===== config.mk =====
export PLATFORM = sky130hd
export DESIGN_NAME = fetch_unit_flat
export DESIGN_NICKNAME = d
export VERILOG_FILES = /design/src/rtl/defines.sv /design/src/rtl/fetch_unit_if.sv /design/src/rtl/fetch_fifo.sv /design/src/rtl/fetch_unit.sv /design/src/flat_wrapper.sv
export SDC_FILE = /design/constraint.sdc
export NUM_CORES = 1
export LEC_CHECK = 0
export BUFFER_PORTS_ARGS = -buffer_cell sky130_fd_sc_hd__buf_2
export CORE_MARGIN = 4
export CORE_UTILIZATION = 55
export CTS_CLUSTER_SIZE = 14
export DETAILED_ROUTE_END_ITERATION = 6
export PLACE_DENSITY = 0.8
export SETUP_SLACK_MARGIN = 0.1
export SLEW_MARGIN = 20
export SYNTH_ARGS = -nofsm -noshare
export SYNTH_HDL_FRONTEND = slang
export SYNTH_SLANG_ARGS = --single-unit

===== constraint.sdc =====
create_clock -name clk -period 3.4 [get_ports clk]
set_input_delay 0.17 -clock clk [delete_from_list [all_inputs] [get_ports clk]]
set_output_delay 0.17 -clock clk [all_outputs]
set_load 0.02 [all_outputs]

===== src/rtl/defines.sv =====
// Shared core definitions: data width, instruction size, fetch queue entry.
// No ports; imported by the fetch stage files.
package defines;

   localparam int DATA_WIDTH  = 32;
   localparam int INSTR_BYTES = 4;

   typedef struct packed {
      logic [DATA_WIDTH-1:0] pc;
      logic [DATA_WIDTH-1:0] instr;
   } fetch_entry_t;

endpackage


===== src/rtl/fetch_unit_if.sv =====
// Fetch stage bus: imem request/response, redirect and decode handshake.
// master = fetch unit side, slave = memory/execute/decode side.
interface fetch_unit_if;
   import defines::*;

   logic                  imem_req_o;
   logic [DATA_WIDTH-1:0] imem_addr_o;
   logic                  imem_gnt_i;
   logic                  imem_rvalid_i;
   logic [DATA_WIDTH-1:0] imem_rdata_i;
   logic                  redirect_i;
   logic [DATA_WIDTH-1:0] redirect_pc_i;
   logic                  id_valid_o;
   logic                  id_ready_i;
   logic [DATA_WIDTH-1:0] id_instr_o;
   logic [DATA_WIDTH-1:0] id_pc_o;
   logic [DATA_WIDTH-1:0] id_pc_plus4_o;

   modport master (
      output imem_req_o, imem_addr_o,
      input  imem_gnt_i, imem_rvalid_i, imem_rdata_i,
      input  redirect_i, redirect_pc_i,
      output id_valid_o, id_instr_o, id_pc_o, id_pc_plus4_o,
      input  id_ready_i
   );

   modport slave (
      input  imem_req_o, imem_addr_o,
      output imem_gnt_i, imem_rvalid_i, imem_rdata_i,
      output redirect_i, redirect_pc_i,
      input  id_valid_o, id_instr_o, id_pc_o, id_pc_plus4_o,
      output id_ready_i
   );

endinterface


===== src/rtl/fetch_fifo.sv =====
// Instruction queue of {pc, instr} entries; flush beats push and pop.
// Ports: clk, rst_n, push/push_data, pop, flush, full, empty, count, head.
module fetch_fifo
   import defines::*;
#(
   parameter int DEPTH = 2
) (
   input  logic                   clk,
   input  logic                   rst_n,
   input  logic                   push,
   input  fetch_entry_t           push_data,
   input  logic                   pop,
   input  logic                   flush,
   output logic                   full,
   output logic                   empty,
   output logic [$clog2(DEPTH):0] count,
   output fetch_entry_t           head
);

   localparam int AW = $clog2(DEPTH);
   localparam int CW = AW + 1;

   fetch_entry_t  mem [DEPTH];
   logic [AW-1:0] wr_ptr;
   logic [AW-1:0] rd_ptr;
   logic          do_pop;

   assign full   = (count == CW'(DEPTH));
   assign empty  = (count == '0);
   assign do_pop = pop && !empty;
   assign head   = mem[rd_ptr];

   always_ff @(posedge clk or negedge rst_n) begin
      if (!rst_n) begin
         wr_ptr <= '0;
         rd_ptr <= '0;
         count  <= '0;
         for (int i = 0; i < DEPTH; i++) mem[i] <= '0;
      end else if (flush) begin
         wr_ptr <= '0;
         rd_ptr <= '0;
         count  <= '0;
      end else begin
         if (push) begin
            mem[wr_ptr] <= push_data;
            wr_ptr      <= wr_ptr + AW'(1);
         end
         if (do_pop) rd_ptr <= rd_ptr + AW'(1);
         count <= count + CW'(push) - CW'(do_pop);
      end
   end

endmodule


===== src/rtl/fetch_unit.sv =====
// Fetch stage: PC, credit-limited imem requests, response queue, redirects.
// Ports: clk, rst_n (async, active-low), bus (fetch_unit_if.master).
module fetch_unit
   import defines::*;
#(
   parameter logic [DATA_WIDTH-1:0] RESET_PC   = 32'h0000_0000,
   parameter int                    FIFO_DEPTH = 2
) (
   input  logic         clk,
   input  logic         rst_n,
   fetch_unit_if.master bus
);

   localparam int CW = $clog2(FIFO_DEPTH) + 1;
   localparam logic [CW:0] DEPTH_C = (CW+1)'(FIFO_DEPTH);
   localparam logic [DATA_WIDTH-1:0] STEP = DATA_WIDTH'(INSTR_BYTES);

   logic [DATA_WIDTH-1:0] fetch_pc;
   logic [DATA_WIDTH-1:0] resp_pc;
   logic [DATA_WIDTH-1:0] target;
   logic [CW-1:0]         outstanding;
   logic [CW-1:0]         discard;
   logic [CW-1:0]         count;
   logic [CW:0]           in_use;
   logic                  full;
   logic                  empty;
   logic                  grant;
   logic                  push;
   logic                  pop;
   fetch_entry_t          head;
   fetch_entry_t          entry;

   assign target = {bus.redirect_pc_i[DATA_WIDTH-1:2], 2'b00};

   // Credits use registered counts only, so a same-cycle pop frees nothing.
   assign in_use = {1'b0, count} + {1'b0, outstanding};

   assign bus.imem_req_o  = rst_n && !bus.redirect_i && (in_use < DEPTH_C);
   assign bus.imem_addr_o = fetch_pc;

   assign grant = bus.imem_req_o && bus.imem_gnt_i;
   assign push  = bus.imem_rvalid_i && (discard == '0)
                  && !bus.redirect_i && !full;
   assign pop   = bus.id_valid_o && bus.id_ready_i;
   assign entry = '{pc: resp_pc, instr: bus.imem_rdata_i};

   always_ff @(posedge clk or negedge rst_n) begin
      if (!rst_n) begin
         fetch_pc    <= RESET_PC;
         resp_pc     <= RESET_PC;
         outstanding <= '0;
         discard     <= '0;
      end else begin
         outstanding <= outstanding + CW'(grant)
                        - CW'(bus.imem_rvalid_i);
         if (bus.redirect_i) begin
            // Everything still in flight belongs to the old path.
            fetch_pc <= target;
            resp_pc  <= target;
            discard  <= outstanding - CW'(bus.imem_rvalid_i);
         end else begin
            if (grant) fetch_pc <= fetch_pc + STEP;
            if (push)  resp_pc  <= resp_pc + STEP;
            if (bus.imem_rvalid_i && (discard != '0))
               discard <= discard - CW'(1);
         end
      end
   end

   fetch_fifo #(
      .DEPTH (FIFO_DEPTH)
   ) u_fifo (
      .clk       (clk),
      .rst_n     (rst_n),
      .push      (push),
      .push_data (entry),
      .pop       (pop),
      .flush     (bus.redirect_i),
      .full      (full),
      .empty     (empty),
      .count     (count),
      .head      (head)
   );

   assign bus.id_valid_o    = !empty;
   assign bus.id_instr_o    = head.instr;
   assign bus.id_pc_o       = head.pc;
   assign bus.id_pc_plus4_o = head.pc + STEP;

endmodule


===== src/flat_wrapper.sv =====
// flat-port wrapper written by rule: the top's interface ports become plain ports
module fetch_unit_flat import defines::*;
#(
   parameter logic [DATA_WIDTH-1:0] RESET_PC   = 32'h0000_0000,
   parameter int                    FIFO_DEPTH = 2
)
  (clk, rst_n, bus_imem_req_o, bus_imem_addr_o, bus_imem_gnt_i, bus_imem_rvalid_i, bus_imem_rdata_i, bus_redirect_i, bus_redirect_pc_i, bus_id_valid_o, bus_id_instr_o, bus_id_pc_o, bus_id_pc_plus4_o, bus_id_ready_i);
  fetch_unit_if bus_i ();
  input  logic clk;
  input  logic rst_n;
  output wire logic [$bits(bus_i.imem_req_o)-1:0] bus_imem_req_o;
  output wire logic [$bits(bus_i.imem_addr_o)-1:0] bus_imem_addr_o;
  input wire logic [$bits(bus_i.imem_gnt_i)-1:0] bus_imem_gnt_i;
  input wire logic [$bits(bus_i.imem_rvalid_i)-1:0] bus_imem_rvalid_i;
  input wire logic [$bits(bus_i.imem_rdata_i)-1:0] bus_imem_rdata_i;
  input wire logic [$bits(bus_i.redirect_i)-1:0] bus_redirect_i;
  input wire logic [$bits(bus_i.redirect_pc_i)-1:0] bus_redirect_pc_i;
  output wire logic [$bits(bus_i.id_valid_o)-1:0] bus_id_valid_o;
  output wire logic [$bits(bus_i.id_instr_o)-1:0] bus_id_instr_o;
  output wire logic [$bits(bus_i.id_pc_o)-1:0] bus_id_pc_o;
  output wire logic [$bits(bus_i.id_pc_plus4_o)-1:0] bus_id_pc_plus4_o;
  input wire logic [$bits(bus_i.id_ready_i)-1:0] bus_id_ready_i;
  assign bus_imem_req_o = bus_i.imem_req_o;
  assign bus_imem_addr_o = bus_i.imem_addr_o;
  assign bus_i.imem_gnt_i = bus_imem_gnt_i;
  assign bus_i.imem_rvalid_i = bus_imem_rvalid_i;
  assign bus_i.imem_rdata_i = bus_imem_rdata_i;
  assign bus_i.redirect_i = bus_redirect_i;
  assign bus_i.redirect_pc_i = bus_redirect_pc_i;
  assign bus_id_valid_o = bus_i.id_valid_o;
  assign bus_id_instr_o = bus_i.id_instr_o;
  assign bus_id_pc_o = bus_i.id_pc_o;
  assign bus_id_pc_plus4_o = bus_i.id_pc_plus4_o;
  assign bus_i.id_ready_i = bus_id_ready_i;
  fetch_unit #(.RESET_PC(RESET_PC), .FIFO_DEPTH(FIFO_DEPTH)) u_core (.clk(clk), .rst_n(rst_n), .bus(bus_i));
endmodule

==> reports/qor.csv, run 1 <==
metric,value,unit
yosysTopAreaCell,dfrtp_1,
syn_avg_cell_area,11.50,µm²
grt_use_total,0.2429,
cts_setup_buffers,0,
fin_crit,2.986,ns
status,"complete, no violations",
area_growth,21.23,%
antenna_found_initial,0,
syn-cell-area,9968,µm²
gp_congestion,0.8773,
die_area,20340,µm²
synth.distinct_cells,62,
start_util,0.5684,
drt-total-wl,24690,µm
nNetsFinal,1173,
r2r_slack,0.58,ns
cap_viol_max_count,0,
clockRootBuffer,clkbuf_16,
cts_tree,yes,
cts.path.max_buffers,2,
grt_max_degree,65,
relSlewSlack,0.4644,
timing.final.crit_share,0.8784,
hpwl,16550,µm
vias,7686,
synth_ff_type,dfrtp_1,
gr-total-overflow,0,
wl_per_cell,18.53,µm
antenna_cells,0,
yosys_warnings,0,
worstPathCellList,"nor2b_1, a21oi_1, inv_1, ha_1, a21boi_4, nand3_2, nor3_1, xor2_1, buf_2",
yosysTopAreaCellShare,0.4820,
endpoint_kind,output pin,
die_y,142.6,µm
antenna_left,0,
drc,0,
fin_worst_skew,0.008214,ns
worstPathRequired,3.23,ns
vias_per_cell,5.770,
io_pins,200,
crit_fanout,39,
drive_gt1_frac,0.3857,
worst_pin_slew,0.8034,ns
setup_violations,0,
hp-class,in2reg,
critPathMaxStageDelay,0.68,ns
synth-edff-count,0,
hold_viol_final,0,
async_flop_share,1.000,
grt_pass1_wl,40030,µm
grt_setup_unrepaired,no,
pwr_density_cell,777.8,nW/µm²
first_global_vias,7891,
clkSinkCount,192,
utilization,0.6891,
yosysSeqAreaShare,0.4820,
place_inst,1252,
critPathLaunchType,flop,
coreArea,17540,µm²
crit_slowest_cell,dfrtp_4,
final_cell_mix,"dfrtp_1, buf_2, mux2_2",
final_common_cell,dfrtp_1,
p_total,9.399,mW
num_rows,48,
yosys_register_bits,192,
slew_violations,0,
leakage,5.532,nW
synth_area_leaders,"dfrtp_1, mux2_2, xor2_1",
insertion_delay,0.43,ns
ir_drop,571.1,µV
cts_buffers,17,
cts_max_level,4,
final_cells,1332,
die_w,142.6,µm
arrival,2.82,ns
crit_type,reg2out,
clkTransAtPathRegs,0.07,ns
fmax,334.8,MHz
numPortBuffers,191,
fill_cells,1261,
firstDrtPassIters,6,
netlist_instances,867,
drt_iter0_markers,520,
fin_setup_tns,0,ns
## timing repair
action,4_1_cts,5_1_grt
resized for setup,0,1
hold buffers,48,0
setup endpoints to repair,0,1
endpoints found under the hold margin,119,0
## cell families after synthesis
logic type | share of synthesized area
simple gates | 0.1307
other cells | 0.0003762
buf+inv | 0.03753
compound gates | 0.07431
xor+xnor | 0.05623
fa+ha+maj | 0.01205
flops | 0.4820
mux | 0.2069
## stage by stage
step	worst slack, ns	cell area, µm²	hold slack (ns)
after global routing	0.1205	12080	0.01519
after floorplan	0.2887	9987	-0.1256
final	0.4135	12080	0.02162
after detailed placement	0.5751	11070	0.1134
after CTS	0.2930	12080	0.001040
after global placement	0.6692	11070	0.1054
## layout make-up
type / instances / area (µm²) / share of cell area
sequential: 192 / 4808 / 0.3979
multi-input combinational: 611 / 4825 / 0.3993
clock buffer: 20 / 436.7 / 0.03614
timing repair buffer: 253 / 1575 / 0.1304
clock inverter: 12 / 86.33 / 0.007144
inverter: 19 / 71.32 / 0.005902
tap: 225 / 281.5 / 0.02330
## critical path, delay by kind of cell (launching register included)
family                   cells  cell delay [ns]
flip-flops                   1             0.68
AND/OR/NAND/NOR              3             0.70
adder cells (fa/ha/maj)      1             0.19
XOR/XNOR                     1             0.16
AO/OA/AOI/OAI                2             0.37
buffers and inverters        2             0.29
## path summary, 6_finish.rpt
check / startpoint / end / cells after the start
min in group asynchronous: rst_n / u_core.u_fifo.mem[127] / 2
max in group asynchronous: rst_n / u_core.u_fifo.mem[93] / 4
worst max register to register: u_core.u_fifo.count[0] / u_core.bus.imem_addr_o[24] / 8
worst max-delay path: u_core.u_fifo.rd_ptr / bus_id_pc_plus4_o[24] / 9
worst min-delay path: bus_redirect_pc_i[23] / u_core.resp_pc[23] / 3
worst min register to register: u_core.u_fifo.mem[2] / u_core.u_fifo.mem[2] / 1
## cell usage after synthesis, types with 5 or more instances
cell type  number
a21oi_1        11
a31oi_1         7
and2_1          9
and3_1         12
and4_1          7
buf_2          18
buf_4          14
clkbuf_1       12
dfrtp_1       192
ha_1            8
inv_1          18
mux2_2        174
mux2i_1         8
nand2_1        73
nand3_1        31
nand4_1        32
nand4b_1        6
nor2_1         27
nor2b_1         5
nor3_1          9
o211ai_1       12
o21ai_0        47
o311ai_0       17
xnor2_1        25
xor2_1         39
## metal layers
metal | routed length (µm) | vias to the layer above | GRT usage
li1 | - | 3585 | -
met1 | 10950 | 3779 | 0.3348
met2 | 11800 | 295 | 0.3989
met3 | 1631 | 27 | 0.04287
met4 | 310 | 0 | 0.06803
met5 | 0 | - | 0
## report_power, final
part           internal, mW  switching, mW  total (mW)
registers              3.00          0.580        3.58
logic                  1.75           2.26        4.01
clock network         0.939          0.873        1.81
total                  5.69           3.71        9.40
## registers in the layout, indices dropped and copies added, names as in the netlist
register,flops
u_core.u_fifo.mem,124
u_core.bus.imem_addr_o,30
u_core.resp_pc,30
u_core.discard,2
u_core.outstanding,2
u_core.u_fifo.count,2
u_core.u_fifo.rd_ptr,1
u_core.u_fifo.wr_ptr,1
Note: power is estimated with default switching activity, not from simulation.
==> run 2, diff against run 1 <==
--- a/config.mk
+++ b/config.mk
@@ -7,10 +7,10 @@
 export LEC_CHECK = 0
 export BUFFER_PORTS_ARGS = -buffer_cell sky130_fd_sc_hd__buf_2
 export CORE_MARGIN = 4
-export CORE_UTILIZATION = 55
+export CORE_UTILIZATION = 56
 export CTS_CLUSTER_SIZE = 14
 export DETAILED_ROUTE_END_ITERATION = 6
-export PLACE_DENSITY = 0.8
+export PLACE_DENSITY = 0.81
 export SETUP_SLACK_MARGIN = 0.1
 export SLEW_MARGIN = 20
 export SYNTH_ARGS = -nofsm -noshare
==> reports/qor.csv, run 2 (synthesized netlist as in run 1, its figures left out) <==
metric,value,unit,change
numPortBuffers,191,,unchanged
final_cell_area,12110,µm²,+0.22%
ir_drop,456.0,µV,-20%
grt_setup_unrepaired,no,,
gr-total-overflow,0,,unchanged
dp_slack,0.5892,ns,+0.01411 ns
p_total,9.639,mW,+2.6%
crit_fanout,26,,-33%
clkSinkCount,192,,unchanged
endpoint_kind,output pin,,
final_common_cell,dfrtp_1,,
gp_congestion,0.8581,,-2.2%
area_growth,21.49,%,
fill_cells,1257,,-0.32%
wl_per_cell,18.30,µm,-1.3%
largest_reg_flops,124,,unchanged
coreArea,17360,µm²,-1.0%
drt_iter0_markers,580,,+12%
cap_viol_max_count,0,,unchanged
leakage,5.554,nW,+0.40%
slew_violations,0,,unchanged
worst_pin_slew,0.8826,ns,+0.07921 ns
timing.final.crit_share,0.9012,,+0.02284
antenna_found_initial,0,,unchanged
highest_layer,met4,,
fmax,326.4,MHz,-2.5%
die_area,20000,µm²,-1.7%
cts_max_level,4,,unchanged
largest_register,u_core.u_fifo.mem,,
crit_slowest_cell,dfrtp_4,,
cts_buffers,17,,unchanged
start_util,0.5743,,+0.005901
critPathMaxStageDelay,0.62,ns,-0.06 ns
drive_gt1_frac,0.3894,,+0.003718
vias_per_cell,5.809,,+0.67%
grt_max_degree,71,,+9.2%
antenna_left,0,,unchanged
r2r_cells,8,,unchanged
crit_type,reg2out,,
clockRootBuffer,clkbuf_16,,
vias,7691,,+0.065%
hpwl,16750,µm,+1.2%
firstDrtPassIters,5,,-1
cts_tree,yes,,
violations,negative hold slack,,
die_w,141.4,µm,-0.84%
nNetsFinal,1166,,-0.60%
hold_viol_final,19,,+19
pwr_density_cell,795.9,nW/µm²,+2.3%
drc,0,,unchanged
worstPathCellList,"nor2b_1, a21oi_1, inv_1, ha_1, a21boi_2, nand3_2, nor3_1, xor2_1, buf_2",,
fin_crit,3.064,ns,+0.07765 ns
arrival,2.89,ns,+0.07 ns
r2r_start,u_core.outstanding[0],,
hp-class,in2async,,
grt_use_total,0.2407,,-0.002246
drt-total-wl,24230,µm,-1.9%
wl_met3,1619,µm,-0.74%
fin_setup_tns,0,ns,unchanged
drt-met1-wl,10900,µm,-0.41%
hold_ws,-0.01835,ns,-0.03997 ns
clkTransAtPathRegs,0.06,ns,about the same
grt_pass1_wl,39210,µm,-2.1%
wl_met2,11390,µm,-3.5%
setup_violations,0,,unchanged
status,finished with violations,,
final_cell_mix,"dfrtp_1, buf_2, mux2_2",,
first_global_vias,7667,,-2.8%
setup_slack,0.3359,ns,-0.07765 ns
insertion_delay,0.42,ns,about the same
r2r_slack,0.64,ns,+0.06 ns
die_y,141.4,µm,-0.84%
antenna_cells,0,,unchanged
worstPathRequired,3.23,ns,about the same
io_pins,200,,unchanged
num_rows,48,,unchanged
fin_worst_skew,0.009005,ns,+0.0007915 ns
r2r_end,u_core.bus.imem_addr_o[24],,
critPathLaunchType,flop,,
dpl_cell_area,11070,µm²,unchanged
cts.path.max_buffers,2,,unchanged
relSlewSlack,0.4116,,-0.05280
[run 2: power by group]
group	internal (mW)	leakage, nW	switching, mW
logic	1.75	2.84	2.26
clock network	1.24	0.299	0.833
registers	3.00	2.42	0.561
[run 2: metrics by stage]
step,util,cells
finish,0.6977,1324
global route,0.6977,1324
CTS,0.6966,1323
detailed placement,0.6380,1252
global placement,0.6380,1252
floorplan,-,872
[run 2: repair_timing]
action | 4_1_cts | 5_1_grt
buffers inserted | 0 | 1
hold buffers | 40 | 0
endpoints found under the hold margin | 67 | 0
resized for setup | 0 | 0
setup endpoints to repair | 0 | 5
[run 2: layout make-up]
| class | count | area [µm²] | share of cell area |
|---|---|---|---|
| clock buffer | 23 | 488.0 | 0.04029 |
| timing repair buffer | 246 | 1515 | 0.1251 |
| clock inverter | 8 | 128.9 | 0.01064 |
| inverter | 19 | 71.32 | 0.005889 |
| tap | 225 | 281.5 | 0.02325 |
| sequential | 192 | 4808 | 0.3970 |
| multi-input combinational | 611 | 4817 | 0.3978 |
[run 2: how the worst max path moves through the flow]
| stage | start | end | slack (ns) |
|---|---|---|---|
| global placement | u_core.u_fifo.count[0] | u_core.bus.imem_addr_o[24] | 0.66 |
| global route | u_core.u_fifo.rd_ptr | bus_id_pc_plus4_o[24] | 0.17 |
| CTS | u_core.u_fifo.rd_ptr | bus_id_pc_plus4_o[26] | 0.13 |
| detailed placement | u_core.u_fifo.rd_ptr | bus_id_pc_plus4_o[26] | 0.59 |
| finish | u_core.u_fifo.rd_ptr | bus_id_pc_plus4_o[26] | 0.34 |
| floorplan | u_core.u_fifo.rd_ptr | bus_id_pc_plus4_o[8] | 0.29 |
[run 2: critical path, delay by kind of cell (launching register included)]
family          cells  cell delay [ns]
compound gates      2             0.46
xor+xnor            1             0.19
fa+ha+maj           1             0.18
buf+inv             2             0.29
flops               1             0.62
simple gates        3             0.73
[run 2: per-layer routing]
| metal | up-vias | track usage |
|---|---|---|
| met1 | 3800 | 0.3427 |
| met2 | 286 | 0.3855 |
| li1 | 3585 | - |
| met3 | 20 | 0.04348 |
| met4 | 0 | 0.06212 |
| met5 | - | 0 |
